File: src/rtl/button_pkg.sv
// button_pkg
// Shared types and constants for the button front-end.
//   rep_state_t : increment auto-repeat FSM states
//   SEL_*       : values of the 2-bit target selector S
//   KEY_*       : lane index of each button in the debounce array
//   cnt_w()     : counter width for a cycle count ($clog2, never below 1)
package button_pkg;

    typedef enum logic [1:0] {
        IDLE   = 2'd0,
        HOLD   = 2'd1,
        REPEAT = 2'd2
    } rep_state_t;

    localparam logic [1:0] SEL_CLOCK  = 2'b00;
    localparam logic [1:0] SEL_ALARM1 = 2'b01;
    localparam logic [1:0] SEL_ALARM2 = 2'b10;
    localparam logic [1:0] SEL_ALARM3 = 2'b11;

    localparam int NUM_KEYS  = 3;
    localparam int KEY_RST   = 0;
    localparam int KEY_INCR  = 1;
    localparam int KEY_MOD   = 2;

    function automatic int cnt_w(input int n);
        return (n > 1) ? $clog2(n) : 1;
    endfunction

endpackage

File: src/rtl/button_conditioner_debounce.sv
// debounce
// One button lane: raw pad sample + 2-flop synchronizer, then a debounce
// counter that accepts a new level only after it has held for
// DEBOUNCE_CYCLES consecutive synchronized cycles.
//   CLK, RST_N : clock, async active-low reset
//   key        : raw active-low button, asynchronous to CLK
//   level      : debounced stable level (1 = released)
//   press      : one-cycle pulse, registered together with a 1->0 level change
module debounce
    import button_pkg::*;
#(
    parameter int DEBOUNCE_CYCLES = 500000
) (
    input  logic CLK,
    input  logic RST_N,
    input  logic key,
    output logic level,
    output logic press
);

    localparam int CW = cnt_w(DEBOUNCE_CYCLES);

    // sync[0] samples the pad, sync[2] is the metastability-safe copy used
    // by the counter; three stages place the accepted level on edge
    // 2+DEBOUNCE_CYCLES after a change seen at edge 0.
    logic [2:0]    sync;
    logic [CW-1:0] cnt;

    always_ff @(posedge CLK or negedge RST_N) begin
        if (!RST_N) begin
            sync  <= '1;
            level <= 1'b1;
            press <= 1'b0;
            cnt   <= '0;
        end else begin
            sync  <= {sync[1:0], key};
            press <= 1'b0;
            if (sync[2] != level) begin
                if (cnt == CW'(DEBOUNCE_CYCLES - 1)) begin
                    level <= sync[2];
                    press <= ~sync[2];
                    cnt   <= '0;
                end else begin
                    cnt <= cnt + 1'b1;
                end
            end else begin
                // any bounce back to the stable level restarts the count
                cnt <= '0;
            end
        end
    end

endmodule

File: src/rtl/button_conditioner.sv
// button_conditioner
// Cleans the three raw active-low buttons for the counter-select stage.
//   CLK, RST_N : clock, async active-low reset
//   KEY_RESET  : raw reset button (active-low)
//   KEY_INC    : raw increment button (active-low)
//   KEY_MODE   : raw mode button (active-low)
//   RESET      : debounced reset level, active-low, registered
//   INCREMENT  : active-low one-cycle strobe, with hold-to-repeat
//   S          : selected target, advances on each mode press (wraps 11->00)
module button_conditioner
    import button_pkg::*;
#(
    parameter int DEBOUNCE_CYCLES = 500000,
    parameter int HOLD_CYCLES     = 25000000,
    parameter int REPEAT_CYCLES   = 5000000
) (
    input  logic       CLK,
    input  logic       RST_N,
    input  logic       KEY_RESET,
    input  logic       KEY_INC,
    input  logic       KEY_MODE,
    output logic       RESET,
    output logic       INCREMENT,
    output logic [1:0] S
);

    localparam int TMAX = (HOLD_CYCLES > REPEAT_CYCLES) ? HOLD_CYCLES : REPEAT_CYCLES;
    localparam int TW   = cnt_w(TMAX);

    logic [NUM_KEYS-1:0] keys;
    logic [NUM_KEYS-1:0] level;
    logic [NUM_KEYS-1:0] press;

    assign keys[KEY_RST]  = KEY_RESET;
    assign keys[KEY_INCR] = KEY_INC;
    assign keys[KEY_MOD]  = KEY_MODE;

    for (genvar g = 0; g < NUM_KEYS; g++) begin : g_db
        debounce #(.DEBOUNCE_CYCLES(DEBOUNCE_CYCLES)) u_db (
            .CLK   (CLK),
            .RST_N (RST_N),
            .key   (keys[g]),
            .level (level[g]),
            .press (press[g])
        );
    end

    // The reset button is consumed as a level; its press pulse has no user.
    logic unused_rst_press;
    assign unused_rst_press = press[KEY_RST];

    logic rst_lvl, inc_lvl, inc_press, mode_press;
    assign rst_lvl    = level[KEY_RST];
    assign inc_lvl    = level[KEY_INCR];
    assign inc_press  = press[KEY_INCR];
    assign mode_press = press[KEY_MOD];

    rep_state_t    state_q, state_d;
    logic [TW-1:0] timer_q, timer_d;
    logic          strobe;

    always_ff @(posedge CLK or negedge RST_N) begin
        if (!RST_N) begin
            state_q <= IDLE;
            timer_q <= '0;
        end else begin
            state_q <= state_d;
            timer_q <= timer_d;
        end
    end

    always_comb begin
        state_d = state_q;
        timer_d = timer_q;
        strobe  = 1'b0;
        case (state_q)
            IDLE: begin
                if (inc_press) begin
                    strobe  = 1'b1;
                    timer_d = '0;
                    state_d = HOLD;
                end
            end
            HOLD: begin
                // release wins over an expiring timer: no strobe on release
                if (inc_lvl) begin
                    state_d = IDLE;
                    timer_d = '0;
                end else if (timer_q == TW'(HOLD_CYCLES - 1)) begin
                    strobe  = 1'b1;
                    timer_d = '0;
                    state_d = REPEAT;
                end else begin
                    timer_d = timer_q + 1'b1;
                end
            end
            REPEAT: begin
                if (inc_lvl) begin
                    state_d = IDLE;
                    timer_d = '0;
                end else if (timer_q == TW'(REPEAT_CYCLES - 1)) begin
                    strobe  = 1'b1;
                    timer_d = '0;
                end else begin
                    timer_d = timer_q + 1'b1;
                end
            end
            default: begin
                state_d = IDLE;
                timer_d = '0;
            end
        endcase
        // A mode press retargets the counters; abandon any repeat in
        // progress so a held key cannot bump the newly selected target.
        if (mode_press) begin
            strobe  = 1'b0;
            state_d = IDLE;
            timer_d = '0;
        end
    end

    always_ff @(posedge CLK or negedge RST_N) begin
        if (!RST_N) begin
            RESET     <= 1'b1;
            INCREMENT <= 1'b1;
            S         <= SEL_CLOCK;
        end else begin
            RESET     <= rst_lvl;
            // strobes are masked, not the FSM, while reset is held
            INCREMENT <= ~(strobe & rst_lvl);
            if (mode_press) S <= S + 2'd1;
        end
    end

endmodule

File: config.mk
export PLATFORM = sky130hd
export DESIGN_NAME = button_conditioner
export DESIGN_NICKNAME = d
export VERILOG_FILES = /design/src/rtl/button_pkg.sv /design/src/rtl/button_conditioner_debounce.sv /design/src/rtl/button_conditioner.sv
export SDC_FILE = /design/constraint.sdc
export NUM_CORES = 1
export LEC_CHECK = 0
export ABC_CLOCK_PERIOD_IN_PS = 1850
export CORE_ASPECT_RATIO = 1.4
export CORE_UTILIZATION = 44
export DETAILED_ROUTE_END_ITERATION = 10
export HOLD_SLACK_MARGIN = 0.06
export PLACE_DENSITY = 0.7
export SYNTH_ARGS = -nofsm -noshare
export SYNTH_HDL_FRONTEND = slang
export SYNTH_SLANG_ARGS = --single-unit
File: constraint.sdc
create_clock -name CLK -period 1.85 [get_ports CLK]
set_input_delay 0.185 -clock CLK [delete_from_list [all_inputs] [get_ports CLK]]
set_output_delay 0.185 -clock CLK [all_outputs]
set_load 0.005 [all_outputs]
Yosys cells after proc, flatten, opt, wreduce, memory -nomap -nowiden
Cells that the tools add are included.

storage, ports and cells
  logic and storage cells = 73
  flip-flop bits (word level) = 102

cells by class
  mux-type cells = 30
  bitwise operators = 4
  eq/ne operators = 13
  $add $sub $neg = 5
  reduce and logical (&&, ||, !) cells = 5

operator list
  cell                     count
  $mux W25                 6
  $mux W19                 6
  $pmux W25 S3             1
  $add A19 B1 Y19 const B  3
  $eq A19 B19 Y1 const B   3
  $add A25 B1 Y25 const B  1
  $eq A25 B23 Y1 const B   1
  $eq A25 B25 Y1 const B   1
  $mux W1                  10
  $mux W2                  5
  $ne A3 B1 Y1 const B     2
  $pmux W2 S3              1
  $reduce_and A2 Y1        3
  $ne A4 B2 Y1 const B     1
  $ne A1 B1 Y1             3
  $not A1 Y1               3
  $pmux W1 S3              1
  $reduce_and A3 Y1        1
  $add A2 B1 Y2 const B    1
  $eq A2 B1 Y1 const B     1
  $eq A2 B2 Y1 const B     1
  $logic_not A2 Y1         1
  $and A1 B1 Y1            1

Logic depth before layout (Yosys ltp)
  word-level depth = 7
  mapped depth = 8
  mapped depth without buffers = 6

Cells and area by module
Synthesis repeated with hierarchy kept, for this count alone.

second synthesis, totals
  cell total of the unflattened synthesis = 550
  area total of the unflattened synthesis = 5411.4 sq um

modules (own cells, without submodules)
  module              times used  area an instance (sq um)  cells each
  debounce            3           1148.6                    111
  button_conditioner  1           1965.6                    217

Worst setup path before layout
No wires, ideal clock.

  path type = flip-flop to flip-flop
  start = register timer_q[21]
  end = register timer_q[19]
  path slack = -0.009 ns
  library setup time = 0.130 ns
  cell stages (with the launch flop) = 7
  data required time = 1.720 ns
  buffers on the path = 1
  arrival time = 1.728 ns
  cells stage by stage = dfrtp_1 -> or4b_4 -> nor3_4 -> a31oi_4 -> buf_6 -> o2111ai_2 -> nand3_1

on the way
  cells in the longest elaborated chain, start to end = 5
  elaborated cells between the ends (all ways) = 8
  classes of those cells = eq/ne: 2; mux: 6

ends and longest elaborated chain
  what                                                     RTL line                                             text
  start: declaration                                       button_conditioner.sv:59                             logic [TW-1:0] timer_q, timer_d;
  start signal: assignment                                 button_conditioner.sv:68                             timer_q <= timer_d;
  $eq A25 B23 Y1 / $eq A25 B25 Y1 (equally long branches)  button_conditioner.sv:101, button_conditioner.sv:89
  $mux W25 (on tied branches)                              button_conditioner.sv:101, button_conditioner.sv:89
  $mux W25 (on tied branches)                              button_conditioner.sv:98, button_conditioner.sv:86
  $pmux W25 S3 *                                           button_conditioner.sv:76                             case (state_q)
  $mux W25 *                                               button_conditioner.sv:115                            if (mode_press) begin

Mark *: on every way between the ends. The rest lies on a longest branch, timed or not.
A chain may end at the register's enable or synchronous reset.

Final worst setup path
  start = register timer_q[21]
  end = register timer_q[7]

Same word-level chain as after synthesis.

==> results.py <==
metrics = {
    "logic_synthesis": {
        "synth_common_cells": "dfrtp_1, nor2_1, nand2_1, nand3_1, xnor2_1",
        "synth_area_leaders": "dfrtp_1, dfstp_2, nor2_1",
        "synth_seq_cells": 102,
        "synth_top_area_share_pct": 40.5,
        "yosysWarningCount": 0,
        "postSynth.asyncResetShare_pct": 100,
        "synth.distinct_cells": 49,
        "synth.most_common_cell": "dfrtp_1",
        "syn_nets": 565,
        "syn-instance-count": 552,
        "synth_top_cell_by_area": "dfrtp_1",
        "syn_area_per_cell_um2": 9.86,
        "synth_edf_count": 0,
        "synth-main-ff-cell": "dfrtp_1",
        "synth_seq_area_share_pct": 47.2,
        "synth_area_um2": 5440,
    },
    "global_routing": {
        "antenna_found_initial": 0,
        "grt_max_degree": 39,
        "grt_use_total_pct": 19.9,
        "overflow": 0,
        "grt_first_pass_wirelength_um": 20000,
        "grt_pass1_vias": 4285,
    },
    "placed_design": {
        "postPlaceCellArea_um2": 6040,
        "place_hpwl_um": 7980,
        "io_buffers": 8,
        "gp_congestion": 0.872,
    },
    "route": {
        "drt_iter0_markers": 190,
        "vias_per_cell": 5.72,
        "wl_per_cell_um": 15.5,
        "vias": 4358,
        "routed_wl_um": 11800,
        "ant_nets": 0,
        "drc": 0,
        "dr.pass1.iters": 5,
    },
    "sta": {
        "max_freq_ghz": 0.530,
        "setup_viol": 16,
        "post-route-min-period_ps": 1890,
        "fin_ws_ps": -36.9,
        "finalCritPeriodShare_pct": 102,
        "worst_pin_slew_ps": 530,
        "fin_skew_ps": 13.0,
        "hold_violations": 0,
        "slew_violations": 0,
        "finalSetupTns_ps": -290,
        "slew_headroom_pct": 64.7,
        "rsz0062_at_grt": "true",
    },
    "finish": {
        "final_area_um2": 6540,
        "drive_gt1_share_pct": 22.9,
        "diodes": 0,
        "finalNetCount": 623,
        "area.growth.synth_to_final_pct": 20.2,
        "fill_cells": 1035,
        "final_core_util_pct": 54.8,
    },
    "worst_setup_path": {
        "cp_max_fo": 9,
        "worstPathArrival_ps": 2120,
        "required_ps": 2080,
        "start_kind": "register",
        "cp-end-kind": "register",
        "criticalPathCategory": "reg2reg",
    },
    "clock_tree": {
        "cts_tree": "built",
        "clkTransAtPathRegs_ps": 70,
        "htree_levels": 3,
        "root_buffer": "clkbuf_16",
        "cts.sinks": 102,
        "ctsLongestPathBuffers": 2,
        "clock_latency_ps": 350,
        "cts_buffers": 9,
    },
    "die": {
        "initial_core_util_pct": 45.6,
        "io_pins": 9,
        "die_y_um": 134,
        "num_rows": 47,
        "die_area_um2": 12800,
        "fp.dieW_um": 96.0,
        "core_um2": 11900,
    },
    "run": {
        "cap_violations": 0,
    },
    "min_path": {
        "hp-class": "in2reg",
    },
    "pwr": {
        "max-vdd-ir-drop_uv": 504,
        "p_leak_uw": 0.00273,
        "fin_total_pwr_uw": 4220,
        "power_density_nw_per_um2": 645,
    },
    "status": {
        "outcome": "complete, but fails checks",
        "violations": "setup timing",
    },
}
## sequential cells by signal (all words and copies together), names as in the netlist
register         count
timer_q             25
S                    2
RESET                1
g_db.u_db.sync       9
INCREMENT            1
g_db.u_db.press      2
state_q              2
g_db.u_db.level      3
g_db.u_db.cnt       57
## final cells by class
type / instances / area, µm² / area share [%]
inverters: 16 / 60.1 / 0.918
repair buffers: 67 / 593 / 9.07
clock inverters: 5 / 41.3 / 0.631
multi-input cells: 414 / 2860 / 43.7
flip-flops and latches: 102 / 2570 / 39.3
clock buffers: 11 / 233 / 3.56
well taps: 147 / 184 / 2.81
## where the power goes
group	leakage [µW]	total [µW]	switching, µW	internal, µW
clock	0.000132	1810	879	932
combinational	0.00123	128	83.1	45.2
sequential	0.00137	2280	19.0	2260
## per-layer routing
metal / routed length, µm / global-route usage, %
met5: 0 / 0
met3: 451 / 4.17
met4: 254 / 8.79
met2: 6160 / 32.5
met1: 4960 / 25.1
## through the flow
stage          hold slack (ps)  std cells  setup WS [ps]
6_report                   243        762          -36.9
5_1_grt                    244        762           -112
4_1_cts                    229        757          -42.2
3_5_place_dp               200        737          -44.5
3_3_place_gp               194        737           14.7
2_1_floorplan             -111        552           13.4
## worst max-delay path, cell delays in order (launching register included)
cell,delay (ps)
dfrtp_1,400
or4b_4,550
nor3_4,190
a31oi_4,190
buf_6,200
o221ai_2,170
nand2_1,80
## logic make-up (layout without fill, tap and decap cells)
group / count (synthesis) / after routing / synth area share (%)
AOI/OAI and AO/OA: 53 / 53 / 10.4
xor gates and xnor gates: 56 / 56 / 9.02
adders and majority gates: 8 / 8 / 1.84
buffers and inverters: 37 / 99 / 3.29
DFF: 102 / 102 / 47.2
muxes: 3 / 3 / 0.621
and+or+nand+nor: 293 / 294 / 27.6
## final timing paths
check,start,endpoint,slack [ps],depth (start not counted)
max,timer_q[21],timer_q[7],-40,6
max in group asynchronous,RST_N,g_db[0].u_db.level,900,3
max reg2reg,timer_q[21],timer_q[7],-40,6
min in group asynchronous,RST_N,g_db[2].u_db.cnt[4],370,2
min,KEY_MODE,g_db[2].u_db.sync[0],240,1
min reg2reg,g_db[0].u_db.sync[0],g_db[0].u_db.sync[1],360,0
## cell usage in the layout, fill, tap and decap left out, drive strengths merged, types with 2 or more instances in the layout
cell type	count
nor2	78
or2	7
nor2b	5
nand3	30
clkbuf	11
nand2b	3
a21oi	2
nand4	17
nor4	16
o31a	6
buf	59
o221ai	18
o21ai	6
inv	19
and2	9
clkdlybuf4s50	7
mux2	3
or4	3
and3	9
and3b	2
dfstp	14
ha	8
nor4bb	2
or3	2
nor4b	4
nand4bb	3
o2111ai	6
and4	11
nor3	18
o211ai	5
o21a	6
xor2	27
dfrtp	88
xnor2	29
nand2	73
## what timing repair did
action,4_1_cts,5_1_grt
setup buffers,3,4
hold endpoints to repair,24,0
setup endpoints to repair,48,65
resized for setup,6,23
hold buffers,1,0
gates cloned,0,1
pin swaps,1,11
Note: power is estimated with default switching activity, not from simulation.
